[config.mk]
export PLATFORM = sky130hd
export DESIGN_NAME = urp_pcie_rr_arbiter
export DESIGN_NICKNAME = d
export VERILOG_FILES = /design/src/rtl/urp_pcie_arb_pkg.sv /design/src/rtl/urp_pcie_rr_pick.sv /design/src/rtl/urp_pcie_rr_arbiter.sv
export SDC_FILE = /design/constraint.sdc
export NUM_CORES = 1
export LEC_CHECK = 0
export CAP_MARGIN = 20
export CORE_AREA = 4 4 446 448
export CTS_CLUSTER_SIZE = 10
export DETAILED_ROUTE_END_ITERATION = 12
export DIE_AREA = 0 0 450 452
export PLACE_DENSITY = 0.34
export SYNTH_ARGS = -nofsm -noshare
export SYNTH_HDL_FRONTEND = slang
export SYNTH_SLANG_ARGS = --single-unit
[constraint.sdc]
create_clock -name clk -period 2.7 [get_ports clk]
set_input_delay 0.675 -clock clk [delete_from_list [all_inputs] [get_ports clk]]
set_output_delay 0.675 -clock clk [all_outputs]
set_load 0.03 [all_outputs]
[src/rtl/urp_pcie_arb_pkg.sv]
// rtl/urp_pcie_arb_pkg.sv - shared state type, default constants and pointer helper for the TLP arbiter
package urp_pcie_arb_pkg;

    typedef enum logic {
        IDLE   = 1'b0,
        LOCKED = 1'b1
    } arb_state_t;

    localparam int DEFAULT_DATA_SIZE = 224;
    localparam int DEFAULT_TIMEOUT   = 255;

    function automatic int rr_next(input int ptr, input int n);
        return (ptr >= n - 1) ? 0 : ptr + 1;
    endfunction

endpackage

[src/rtl/urp_pcie_rr_pick.sv]
// rtl/urp_pcie_rr_pick.sv - first valid index at or after the round-robin pointer, with wrap
module urp_pcie_rr_pick #(
    parameter int N_MASTER = 4
) (
    input  logic [N_MASTER-1:0]         valid,
    input  logic [$clog2(N_MASTER)-1:0] rr_ptr,
    output logic [$clog2(N_MASTER)-1:0] idx,
    output logic                        any_valid
);

    localparam int IW = $clog2(N_MASTER);

    always_comb begin
        idx       = '0;
        any_valid = 1'b0;
        for (int off = 0; off < N_MASTER; off++) begin
            if (!any_valid && valid[(int'(rr_ptr) + off) % N_MASTER]) begin
                any_valid = 1'b1;
                idx       = IW'((int'(rr_ptr) + off) % N_MASTER);
            end
        end
    end

endmodule

[src/rtl/urp_pcie_rr_arbiter.sv]
// rtl/urp_pcie_rr_arbiter.sv - N-to-1 packet-locked round-robin TLP arbiter with registered output
// Optional stall watchdog enabled by defining URP_PCIE_ARB_TIMEOUT_EN.
module urp_pcie_rr_arbiter
    import urp_pcie_arb_pkg::*;
#(
    parameter int N_MASTER  = 4,
    parameter int DATA_SIZE = DEFAULT_DATA_SIZE,
    parameter int TIMEOUT   = DEFAULT_TIMEOUT
) (
    input  logic                          clk,
    input  logic                          rst_n,
    input  logic [N_MASTER-1:0]           src_valid_i,
    output logic [N_MASTER-1:0]           src_ready_o,
    input  logic [N_MASTER*DATA_SIZE-1:0] src_data_i,
    input  logic [N_MASTER-1:0]           src_last_i,
    output logic                          dst_valid_o,
    input  logic                          dst_ready_i,
    output logic [DATA_SIZE-1:0]          dst_data_o,
    output logic                          dst_last_o,
    output logic [$clog2(N_MASTER)-1:0]   grant_o,
    output logic                          err_timeout_o
);

    localparam int IW = $clog2(N_MASTER);

    arb_state_t           state_q, state_d;
    logic [IW-1:0]        grant_q, grant_d;
    logic [IW-1:0]        rr_ptr_q, rr_ptr_d;
    logic                 dst_valid_q, dst_valid_d;
    logic [DATA_SIZE-1:0] dst_data_q, dst_data_d;
    logic                 dst_last_q, dst_last_d;
    logic                 grant_ready;
    logic                 xfer;
    logic                 wd_fire;
    logic [IW-1:0]        pick_idx;
    logic                 pick_any;

    urp_pcie_rr_pick #(
        .N_MASTER (N_MASTER)
    ) u_pick (
        .valid     (src_valid_i),
        .rr_ptr    (rr_ptr_q),
        .idx       (pick_idx),
        .any_valid (pick_any)
    );

    always_ff @(posedge clk or negedge rst_n) begin
        if (!rst_n) begin
            state_q     <= IDLE;
            grant_q     <= '0;
            rr_ptr_q    <= '0;
            dst_valid_q <= 1'b0;
            dst_data_q  <= '0;
            dst_last_q  <= 1'b0;
        end else begin
            state_q     <= state_d;
            grant_q     <= grant_d;
            rr_ptr_q    <= rr_ptr_d;
            dst_valid_q <= dst_valid_d;
            dst_data_q  <= dst_data_d;
            dst_last_q  <= dst_last_d;
        end
    end

    // Ready depends only on registered state and dst_ready_i, never on src_valid_i.
    always_comb begin
        state_d     = state_q;
        grant_d     = grant_q;
        rr_ptr_d    = rr_ptr_q;
        dst_valid_d = dst_valid_q;
        dst_data_d  = dst_data_q;
        dst_last_d  = dst_last_q;
        src_ready_o = '0;
        grant_ready = 1'b0;
        xfer        = 1'b0;

        case (state_q)
            IDLE: begin
                if (pick_any) begin
                    grant_d = pick_idx;
                    state_d = LOCKED;
                end
            end
            LOCKED: begin
                grant_ready          = !dst_valid_q || dst_ready_i;
                src_ready_o[grant_q] = grant_ready;
                xfer                 = src_valid_i[grant_q] && grant_ready;
                if ((xfer && src_last_i[grant_q]) || wd_fire) begin
                    state_d  = IDLE;
                    rr_ptr_d = IW'(rr_next(int'(grant_q), N_MASTER));
                end
            end
            default: state_d = IDLE;
        endcase

        if (xfer) begin
            dst_valid_d = 1'b1;
            dst_data_d  = src_data_i[int'(grant_q)*DATA_SIZE +: DATA_SIZE];
            dst_last_d  = src_last_i[grant_q];
        end else if (dst_ready_i) begin
            dst_valid_d = 1'b0;
        end
    end

`ifdef URP_PCIE_ARB_TIMEOUT_EN
    localparam int CW = $clog2(TIMEOUT + 1);

    logic [CW-1:0] wd_cnt_q;
    logic          err_q;

    // Fires on the TIMEOUT-th idle cycle of the owner; the truncated packet is not closed with last.
    assign wd_fire = (state_q == LOCKED) && !src_valid_i[grant_q] &&
                     (wd_cnt_q == CW'(TIMEOUT - 1));

    always_ff @(posedge clk or negedge rst_n) begin
        if (!rst_n) begin
            wd_cnt_q <= '0;
            err_q    <= 1'b0;
        end else begin
            err_q <= wd_fire;
            if ((state_q != LOCKED) || xfer || wd_fire) begin
                wd_cnt_q <= '0;
            end else if (!src_valid_i[grant_q]) begin
                wd_cnt_q <= wd_cnt_q + 1'b1;
            end
        end
    end

    assign err_timeout_o = err_q;
`else
    assign wd_fire       = 1'b0;
    assign err_timeout_o = 1'b0;
`endif

    assign dst_valid_o = dst_valid_q;
    assign dst_data_o  = dst_data_q;
    assign dst_last_o  = dst_last_q;
    assign grant_o     = grant_q;

endmodule
==> impl_metrics.env <==
export IMPL_synth_top_area_share_pct=41.2
export IMPL_ant_nets=0
export IMPL_start_util_pct=7.21
export IMPL_clkSinkCount=231
export IMPL_setup_viol=0
export IMPL_syn_nets=1704
export IMPL_dp_hpwl_um=117000
export IMPL_viasPerCell=3.03
export IMPL_power_density_mw_per_mm2=1060
export IMPL_reg2reg_to="dst_data_o[95]"
export IMPL_ys_flop_type="dfrtp_1"
export IMPL_critical_path_cell_chain="inv_1 > buf_4 > ha_1 > and3_4 > buf_12"
export IMPL_critPathArrivalTime_ns=1.90
export IMPL_drt_pass1_iterations=5
export IMPL_synth_most_common_cell="dfrtp_1"
export IMPL_grt_pass1_wl_um=167000
export IMPL_io_pins=1140
export IMPL_gp_congestion=0.951
export IMPL_worst_ep_required_time_ns=2.03
export IMPL_finish_net_count=2904
export IMPL_postCtsHoldBufs=0
export IMPL_async_flop_share_pct=100
export IMPL_fin_crit_sh_pct=95.3
export IMPL_cp_end_kind="primary output"
export IMPL_period_needed_ns=2.57
export IMPL_htree_levels=2
export IMPL_crit_family="flip-flops"
export IMPL_leakage_nw=10.8
export IMPL_portBuffers=1138
export IMPL_final_hold_viol_count=0
export IMPL_ys_top_cells_by_count="dfrtp_1 (231), mux4_2 (226), mux2_1 (214)"
export IMPL_antenna_found_initial=107
export IMPL_synth_edff_count=0
export IMPL_cts_clk_slew_worst_paths_ns=0.06
export IMPL_yosysWarnings=0
export IMPL_core_mm2=0.195
export IMPL_crit_type="reg -> out"
export IMPL_rsz0062_at_grt="no"
export IMPL_syn_to_final_growth_pct=119
export IMPL_grt_max_degree=65
export IMPL_wl_per_cell_um=29.2
export IMPL_slew_headroom_pct=46.5
export IMPL_n_fill_cell=21500
export IMPL_synth_seq_cells=231
export IMPL_drive_gt1_share_pct=20.5
export IMPL_r2r_slack_ns=0.26
export IMPL_cts_tree="yes"
export IMPL_ys_seq_area_share_pct=41.2
export IMPL_finClkSkew_ns=0.0304
export IMPL_die_x_um=450
export IMPL_stdcell_count=4582
export IMPL_rows=162
export IMPL_netlist_area_mm2=0.0140
export IMPL_irDropWorstVdd_mv=0.407
export IMPL_holdWs_ns=0.0439
export IMPL_cpPeakStageDelay_ns=0.52
export IMPL_numCtsBuffers=37
export IMPL_r2r_start="grant_o[0]"
export IMPL_dp_cells=4467
export IMPL_die_height_um=452
export IMPL_cts_root_buf="clkbuf_16"
export IMPL_vias=13900
export IMPL_path_buf_inv=3
export IMPL_final_util_pct=15.8
export IMPL_grt_pass1_vias=15100
export IMPL_cts_buffer_depth=3
export IMPL_synth_cell_types=28
export IMPL_cp_start_kind="register"
export IMPL_synth_top_cell_by_area="dfrtp_1"
export IMPL_worstMarginPinSlew_ns=0.802
export IMPL_drv_slew=0
export IMPL_crit_path_max_fanout=6
export IMPL_max_freq_mhz=389
export IMPL_globalRouteOverflowTotal=0
export IMPL_critPathSlowestCell="dfrtp_4"
export IMPL_hp_class="in -> async"
export IMPL_synthTopCellsByArea="dfrtp_1 (41%), mux4_2 (36%), mux2_1 (17%)"
export IMPL_wl_um=134000
export IMPL_dieArea_mm2=0.203
export IMPL_max_cap_violations=0
export IMPL_status="finished, final reports clean"
export IMPL_worstSkewPairLatency_ns=0.62
export IMPL_drtIter0Drc=758
export IMPL_track_usage_pct=12.6
export IMPL_netlist_instances=793
export IMPL_rr_worst_depth=6
export IMPL_avgSynthCellArea_um2=17.7
export IMPL_drc=0
## power breakdown
group,internal (mW),leakage [nW],switching (mW)
clock network,2.92,0.588,2.01
logic,10.4,7.52,10.7
registers,5.37,2.71,1.14
total,18.7,10.8,13.9
## worst max path at each step
| stage | endpoint | cells after the start | startpoint | slack [ns] |
|---|---|---|---|---|
| 2_1_floorplan | src_ready_o[1] | 6 | grant_o[1] | 0.16 |
| 3_3_place_gp | dst_data_o[199] | 6 | src_valid_i[3] | -0.12 |
| 3_5_place_dp | dst_data_o[135] | 6 | src_valid_i[3] | -0.14 |
| 4_1_cts | src_ready_o[2] | 4 | grant_o[0] | -0.04 |
| 5_1_grt | src_ready_o[1] | 5 | grant_o[1] | 0.02 |
| 6_report | src_ready_o[1] | 5 | grant_o[1] | 0.13 |
## placed cells by master, fill, tap and decap left out, drive strengths merged, types with 2 or more instances in the layout
cell and instances:
mux4 226, clkinvlp 4, clkdlybuf4s50 1126, ha 4, dfrtp 231, nand2 4
clkbuf 56, mux2i 2, nor2b 2, clkinv 6, a21oi 2, o21ai 2
and3 4, inv 4, bufbuf 2, buf 107, diode 20, mux2 225
## cell type report
type	count	area [um2]	share of cell area (%)
diodes	20	50.0	0.163
clock buffers	55	1100	3.60
clock inverters	11	103	0.334
inverters	4	18.8	0.0611
multi-input cells	482	7890	25.7
flip-flops and latches	231	5790	18.8
well taps	2542	3180	10.4
repair buffers	1237	12600	41.0
## kinds of logic (layout without fill, tap and decap cells)
logic type	count (synthesis)	after routing	synth area share (%)
adders and majority gates	4	4	0.357
muxes	453	453	54.5
and+or+nand+nor	15	15	0.606
AOI/OAI and AO/OA	9	9	0.419
DFF	231	231	41.2
buffers and inverters	80	1307	2.95
other	1	21	0.0267
## worst reg2reg max path, delay by kind of cell (launching register included)
| family | cells | cell delay (ns) |
|---|---|---|
| muxes | 2 | 0.94 |
| DFF | 1 | 0.54 |
| buffers and inverters | 4 | 0.84 |
## metrics by stage
stage / area (um2) / setup TNS (ns) / power, mW / worst slack, ns
after floorplan: 14000 / 0 / 17.5 / 0.157
after global placement: 29100 / -11.24 / 27.7 / -0.122
after detailed placement: 29100 / -13.29 / 27.6 / -0.143
after CTS: 30400 / -0.125 / 33.2 / -0.0448
after global routing: 30700 / 0 / 34.4 / 0.0155
final: 30700 / 0 / 32.6 / 0.128
## registers in the layout (all words and copies together), names as in the netlist
signal,cells
grant_o,2
dst_data_o,224
dst_valid_o,1
rr_ptr_q,2
state_q,1
dst_last_o,1
## routing by layer
metal,global-route usage [%],routed length (um)
met1,14.2,49900
met2,22.7,69000
met5,0,280
met3,4.78,12100
met4,2.60,2570
## what timing repair did
item                       CTS  global route
buffers inserted             5            21
setup endpoints to repair    6             4
resized for setup            6             6
pin swaps                    0             1
gates cloned                 2             1
No activity file was read; power rests on OpenSTA's default activity.
